$ cat config.mk
export PLATFORM = sky130hd
export DESIGN_NAME = nc_encode_dispatch
export DESIGN_NICKNAME = d
export VERILOG_FILES = /design/src/rtl/nc_encode_dispatch.sv
export SDC_FILE = /design/constraint.sdc
export NUM_CORES = 1
export LEC_CHECK = 0
export CELL_PAD_IN_SITES_DETAIL_PLACEMENT = 1
export CELL_PAD_IN_SITES_GLOBAL_PLACEMENT = 1
export CORE_MARGIN = 2
export CORE_UTILIZATION = 31
export CTS_CLUSTER_DIAMETER = 80
export DETAILED_ROUTE_END_ITERATION = 12
export GPL_TIMING_DRIVEN = 0
export PLACE_DENSITY = 0.91
export REMOVE_ABC_BUFFERS = 1
export SLEW_MARGIN = 20
export SYNTH_ARGS = -nofsm -noshare
export SYNTH_HDL_FRONTEND = slang
export SYNTH_SLANG_ARGS = --single-unit
$ cat constraint.sdc
create_clock -name clk -period 4.3 [get_ports clk]
set_clock_uncertainty 0.2 [all_clocks]
set_input_delay 0.86 -clock clk [delete_from_list [all_inputs] [get_ports clk]]
set_output_delay 0.86 -clock clk [all_outputs]
set_load 0.03 [all_outputs]
$ cat src/rtl/nc_encode_dispatch.sv
// nc_encode_dispatch: issues one XOR-coded flit (W_data ^ E_data) to the
// direction set chosen by the encoding rules, then pops both head flits.
// Ports: clk/rst (sync, active-high); W_/E_valid, W_/E_data, if_sat and
// Forward_directions from the encoder front end; Out_ready/Out_valid,
// Out_data, Out_coded to routers; W_pop/E_pop to input buffers;
// nc_abort timeout pulse; busy while not IDLE.
// Direction bit order: IP=0, W=1, E=2, S=3, N=4, D=5, U=6.
module nc_encode_dispatch #(
  parameter int DATA_WIDTH = 32,
  parameter int MAX_WAIT   = 15,
  parameter int BACKOFF    = 8
) (
  input  logic                  clk,
  input  logic                  rst,
  input  logic                  W_valid,
  input  logic                  E_valid,
  input  logic [DATA_WIDTH-1:0] W_data,
  input  logic [DATA_WIDTH-1:0] E_data,
  input  logic                  if_sat,
  input  logic [6:0]            Forward_directions,
  input  logic [6:0]            Out_ready,
  output logic [6:0]            Out_valid,
  output logic [DATA_WIDTH-1:0] Out_data,
  output logic                  Out_coded,
  output logic                  W_pop,
  output logic                  E_pop,
  output logic                  nc_abort,
  output logic                  busy
);

  localparam int IDX_IP = 0;
  localparam logic [6:0] IP_BIT = 7'b1 << IDX_IP;

  localparam int WCL = $clog2(MAX_WAIT + 1);
  localparam int WW  = (WCL > 4) ? WCL : 4;
  localparam int BCL = $clog2(BACKOFF + 1);
  localparam int BW  = (BCL > 4) ? BCL : 4;

  typedef enum logic [1:0] {
    IDLE = 2'd0,
    SEND = 2'd1,
    POP  = 2'd2
  } state_t;

  state_t state, state_nx;

  logic [6:0]            mask;
  logic [6:0]            sent;
  logic [WW-1:0]         wait_cnt;
  logic [BW-1:0]         backoff;
  logic [DATA_WIDTH-1:0] data_q;
  logic                  abort_q;

  logic [6:0] dirs_m;
  logic [6:0] hs;
  logic [6:0] sent_nx;
  logic       launch;
  logic       timeout;

  assign dirs_m  = Forward_directions & ~IP_BIT;
  assign launch  = (state == IDLE) & W_valid & E_valid & if_sat
                 & (|dirs_m) & (backoff == '0);
  assign hs      = Out_valid & Out_ready;
  assign sent_nx = sent | hs;
  // A handshake in the timeout cycle takes priority over the abort.
  assign timeout = (state == SEND) && (sent == '0) && (hs == '0)
                 && (wait_cnt == WW'(MAX_WAIT));

  // State register
  always_ff @(posedge clk) begin
    if (rst) state <= IDLE;
    else     state <= state_nx;
  end

  // Next-state logic
  always_comb begin
    state_nx = state;
    unique case (state)
      IDLE: if (launch) state_nx = SEND;
      SEND: begin
        if (sent_nx == mask) state_nx = POP;
        else if (timeout)    state_nx = IDLE;
      end
      POP:     state_nx = IDLE;
      default: state_nx = IDLE;
    endcase
  end

  // Output logic
  always_comb begin
    Out_valid = '0;
    Out_coded = 1'b0;
    W_pop     = 1'b0;
    E_pop     = 1'b0;
    busy      = (state != IDLE);
    unique case (state)
      SEND: begin
        Out_valid = mask & ~sent & ~IP_BIT;
        Out_coded = 1'b1;
      end
      POP: begin
        W_pop = 1'b1;
        E_pop = 1'b1;
      end
      default: ;
    endcase
  end

  assign Out_data = data_q;
  assign nc_abort = abort_q;

  // Datapath: direction mask, sent tracking, wait and backoff counters
  always_ff @(posedge clk) begin
    if (rst) begin
      mask     <= '0;
      sent     <= '0;
      wait_cnt <= '0;
      backoff  <= '0;
      data_q   <= '0;
      abort_q  <= 1'b0;
    end else begin
      abort_q <= timeout;
      unique case (state)
        IDLE: begin
          if (launch) begin
            mask     <= dirs_m;
            data_q   <= W_data ^ E_data;
            sent     <= '0;
            wait_cnt <= '0;
          end else if (backoff != '0) begin
            backoff <= backoff - 1'b1;
          end
        end
        SEND: begin
          sent <= sent_nx;
          if ((sent == '0) && (wait_cnt != '1))
            wait_cnt <= wait_cnt + 1'b1;
          if (timeout)
            backoff <= BW'(BACKOFF);
        end
        default: ;
      endcase
    end
  end

endmodule

======== Word level (Yosys, flattened, before mapping) ========
Index checks and enable logic that the tools add are counted.
storage, ports and cells
  output and inout port bits .............. 44
  flip-flop bits (word level) ............. 56
  logic and storage cells ................. 63
  input port bits ......................... 83
cells by class
  muxes and demuxes ....................... 16
  add/subtract/negate cells ............... 2
  reduce and logical (&&, ||, !) cells .... 17
  bitwise logic cells ..................... 10
  equality and inequality tests ........... 11
operators with widths
  kind                                                   count
  bitwise XOR 32 bit                                     1
  2-to-1 mux 4 bit                                       5
  one-hot mux 4 bit (2 select lines)                     2
  AND 7 bit                                              2
  logical NOT 7 bit                                      2
  2-to-1 mux 7 bit                                       2
  one-hot mux 7 bit (2 select lines)                     1
  == test 7 bit                                          1
  NOT 7 bit                                              1
  bitwise OR 7 bit                                       1
  2-to-1 mux 2 bit                                       3
  inequality test 2 bit, second input constant           3
  AND reduction 2 bit                                    3
  OR reduction 6 bit                                     1
  AND 1 bit                                              5
  adder 4 x 1 -> 4 bit, second input constant            1
  == test 4 bit, second input constant                   1
  logical AND 1 bit                                      4
  logical NOT 4 bit                                      1
  inequality test 2 x 1 -> 1 bit, second input constant  2
  inequality test 4 bit, second input constant           1
  one-hot mux 2 bit (2 select lines)                     1
  AND reduction 4 bit                                    1
  nonzero test 2 bit                                     2
  8 further kinds                                        9

======== Longest topological paths before layout ========
  depth after elaboration ................. 10
  depth in mapped cells ................... 8
  depth with buffers taken out ............ 7

======== Least setup slack after synthesis ========
Ideal clock, no wire load.
  path type ............................... register -> output
  from .................................... register state[0]
  to ...................................... output port W_pop
  data required time ...................... 3.240 ns
  data arrival time ....................... 1.232 ns
  path buffers ............................ 2
  cell stages (with the launch flop) ...... 4
  setup slack ............................. 2.008 ns
  path through ............................ dfxtp_1 -> clkbuf_1 -> nor2b_1 -> buf_4
between the ends
  word-level cells in the longest chain between the ends .. 2
RTL lines
  what                    line  source
  from (decl)             45    state_t state, state_nx;
  from (signal assigned)  72    else state <= state_nx;
  == test 2 bit           --
  2-to-1 mux 1 bit        --
  to (decl)               25    output logic W_pop,
Every way passes these cells.

======== Final worst setup path ========
  from .................................... register state[1]
  to ...................................... output port Out_coded
between the ends
  word-level cells in the longest chain between the ends .. 2
RTL lines
  what                    line  source
  == test 2 x 1 -> 1 bit  96    unique case (state)
  2-to-1 mux 1 bit        96
  to (decl)               24    output logic Out_coded,
Every way passes these cells.

==> summary.txt <==
Floorplanning
  • Starting density of the core: 31.8%
  • Site Rows: 33
  • Core area: 8180 sq um
  • Die ar.: 9120 sq um
  • Overall die width: 95.5 microns
  • IO Pins: 127
  • Die Y: 95.5 microns

Final layout
  • Multi-input logic area: 1370 sq um
  • Commonest cells after routing, fill and taps aside: 122 x clkdlybuf4s50_1, 55 x dfxtp_1, 46 x nor2_1
  • Fillers: 976
  • Utilization after layout: 48.6%
  • Antenna Cells: 0
  • Most common cell after layout, fill and taps aside: clkdlybuf4s50_1
  • Final net count: 502
  • Area Growth Syn to Fin: 52.9%
  • Share of layout cells above drive strength 1: 3.36%
  • Final Cell Area: 3970 sq um
  • Sequential Area: 1100 sq um

Yosys
  • Syn avg cell area: 8.51 sq um
  • Seq cells post-synth: 55
  • Top cell type's share of synthesized area: 42.4%
  • Fraction of registers with async set/reset: 0%
  • EDFF count, synth: 0
  • Synth area leaders: dfxtp_1 42%, xnor2_1 11%, a211oi_1 9.5%, nor2_1 6.7%, a21oi_1 3.7%
  • Simple-Gate Fraction of Synth Area: 21.1%
  • Largest family of logic cells by synthesized area: simple AND/OR/NAND/NOR gates
  • Xor and xnor fraction of the mapped netlist area: 11.1%
  • Yosys cell types: 45
  • Largest area contributor in the netlist: dfxtp_1
  • Ys flop type: dfxtp_1
  • Seq/Total Area, Yosys: 42.4%
  • YS warnings: 0
  • Mux cell area share after synthesis: 0%
  • Compound-Gate Fraction of Synth Area: 18.8%
  • Cells after synthesis: 305
  • Synth Area in Adders: 1.45%
  • Netlist Area Pre-Place: 2600 sq um

Power and ir drop
  • Net switching power: 0.000495 W
  • Internal power: 0.000930 W
  • Pwr dens: 359 nW/um^2
  • Reg power frac: 42.9%
  • Clock power share: 19.9%
  • Peak VDD IR: 156 uV
  • Static Leakage: 1.32 nW
  • Power consumption: 0.00143 W
  • Comb power frac: 37.1%
  • Sw Ratio: 34.8%

Setup path
  • RR Startpoint: backoff[0]
  • R2R cell count: 6
  • CP endpoint kind: output port
  • Crit path DAT: 2.16 ns
  • R2R Path End: Out_data[30]
  • Setup CP Type: register to output port
  • Register-to-register setup slack: 1.73 ns
  • CP Max Fanout: 10
  • Startpoint Class: register
  • CP Data Required Time: 3.24 ns

GRT
  • Gr ovfl total: 0
  • Largest net degree at the start of global routing: 75
  • Total track usage: 17.4%
  • Vias in the first global route: 2770
  • Antenna violations before repair: 0
  • First-pass GRT wire length: 12.7 mm

Drt
  • Drt drc: 0
  • Detailed Route WL: 7.56 mm
  • Via density: 4.93
  • Vias: 2572
  • Drt pass-1 iters: 4
  • 1st-iter DRT viols: 60
  • Drt wl/cell: 14.5 microns
  • Routed Antenna Nets: 0

CTS
  • H-tree levels: 2
  • Clock-pin slew on the worst setup and hold paths: 0.10 ns
  • CTS buffer count: 5
  • Clock Tree Root: clkbuf_8
  • TritonCTS Sinks: 55
  • PostCTS Resize Cnt: 0
  • Setup Buffers After CTS: 0
  • Worst skew pair latency: 0.30 ns
  • CTS tree: yes
  • Hold-fix buffers, CTS: 0
  • Deepest clock path buffer count: 2

Placement
  • # port buffers: 123
  • Routability congestion estimate: 0.889
  • Final HPWL DP: 5.92 mm
  • Post-Place Setup Slack: 1.30 ns
  • Placed cell areas: 3890 sq um

Timing
  • Slew HR: 49.7%
  • Crit path time final: 3.22 ns
  • Sum of negative setup slack: 0 ns
  • Worst slew pin tran: 0.754 ns
  • Hold violation total from the final report: 0
  • Worst Setup Slack, final: 1.08 ns
  • RSZ-0062 raised after global routing: false
  • Fin crit share: 74.9%
  • F_max: 310 MHz
  • Final setup fails: 0
  • Slew Limit Fails: 0

Worst hold path
  • Worst Hold Path EP: sent[1]
  • Hold path start: sent[1]
  • Hold Path Class: register to register
  • Number of cells on the worst hold path: 2

Flow run
  • Max-Cap Viols: 0

Status
  • Outcome: finished clean
==> metrics by stage <==
| stage | cells | hold slack, ns |
|---|---|---|
| final | 522 | 0.294 |
| after CTS | 522 | 0.298 |
| after floorplan | 285 | 0.239 |
| after detailed placement | 514 | 0.284 |
| after global placement | 513 | 0.266 |
| after global routing | 522 | 0.321 |
==> registers in the layout (all words and copies together), names as in the netlist <==
register,count
Out_data,32
wait_cnt,4
nc_abort,1
sent,6
state,2
mask,6
backoff,4
==> worst max-delay path, cell delays in order (launching register included) <==
cell,delay [ns]
dfxtp_1,0.53
nand2b_1,0.31
clkinv_1,0.33
clkdlybuf4s50_1,0.69
==> metal layers <==
layer | GRT usage (%) | part of all wire, % | wire [microns]
met3 | 5.38 | 6.4 | 485
met2 | 30.9 | 51 | 3850
met4 | 5.36 | 1.7 | 130
met5 | 0 | 0 | 0
met1 | 19.9 | 41 | 3090
==> final cells by class <==
type / count / area share, %
multi-input combinational: 220 / 34.5
timing repair buffer: 124 / 31.4
sequential: 55 / 27.7
tap: 105 / 3.31
clock buffer: 5 / 1.73
inverter: 10 / 0.945
clock inverter: 3 / 0.378
==> cell families after synthesis <==
kind of cell	after synthesis
AND/OR/NAND/NOR	111
AO/OA/AOI/OAI	72
flip-flops	55
XOR/XNOR	33
buffers and inverters	30
adder cells (fa/ha/maj)	3
other	1
==> power groups by stage <==
| stage | clock (W) | combinational, W | sequential (W) |
|---|---|---|---|
| floorplan | 0 | 0.000241 | 0.000682 |
| global placement | 0 | 0.000506 | 0.000618 |
| detailed placement | 0 | 0.000531 | 0.000624 |
| CTS | 0.000292 | 0.000533 | 0.000612 |
| global route | 0.000316 | 0.000580 | 0.000622 |
| finish | 0.000284 | 0.000529 | 0.000612 |
==> worst max path at each step <==
stage,cells past startpoint,to,startpoint,slack [ns]
after floorplan,4,Out_data[0],if_sat,1.35
after global placement,6,Out_data[29],Forward_directions[4],0.22
after detailed placement,6,Out_data[30],Forward_directions[1],1.30
after CTS,3,Out_coded,state[1],1.06
after global routing,3,Out_coded,state[1],0.89
final,3,Out_coded,state[1],1.08
==> synth_stat cells, types with 2 or more instances <==
master / instances
a31oi_1: 3
a21oi_1: 19
nand2_1: 21
o21ai_0: 2
nand2b_1: 12
ha_1: 3
nand4_1: 2
inv_1: 9
dfxtp_1: 55
buf_4: 2
o22ai_1: 4
nor4_1: 5
nor3_1: 5
nor3b_1: 2
clkbuf_1: 15
nand3_1: 4
and3b_1: 3
a211oi_1: 33
and4_1: 2
xnor2_1: 32
nor2_1: 46
buf_1: 2
a22oi_1: 2
(Power assumes the default switching activity.)
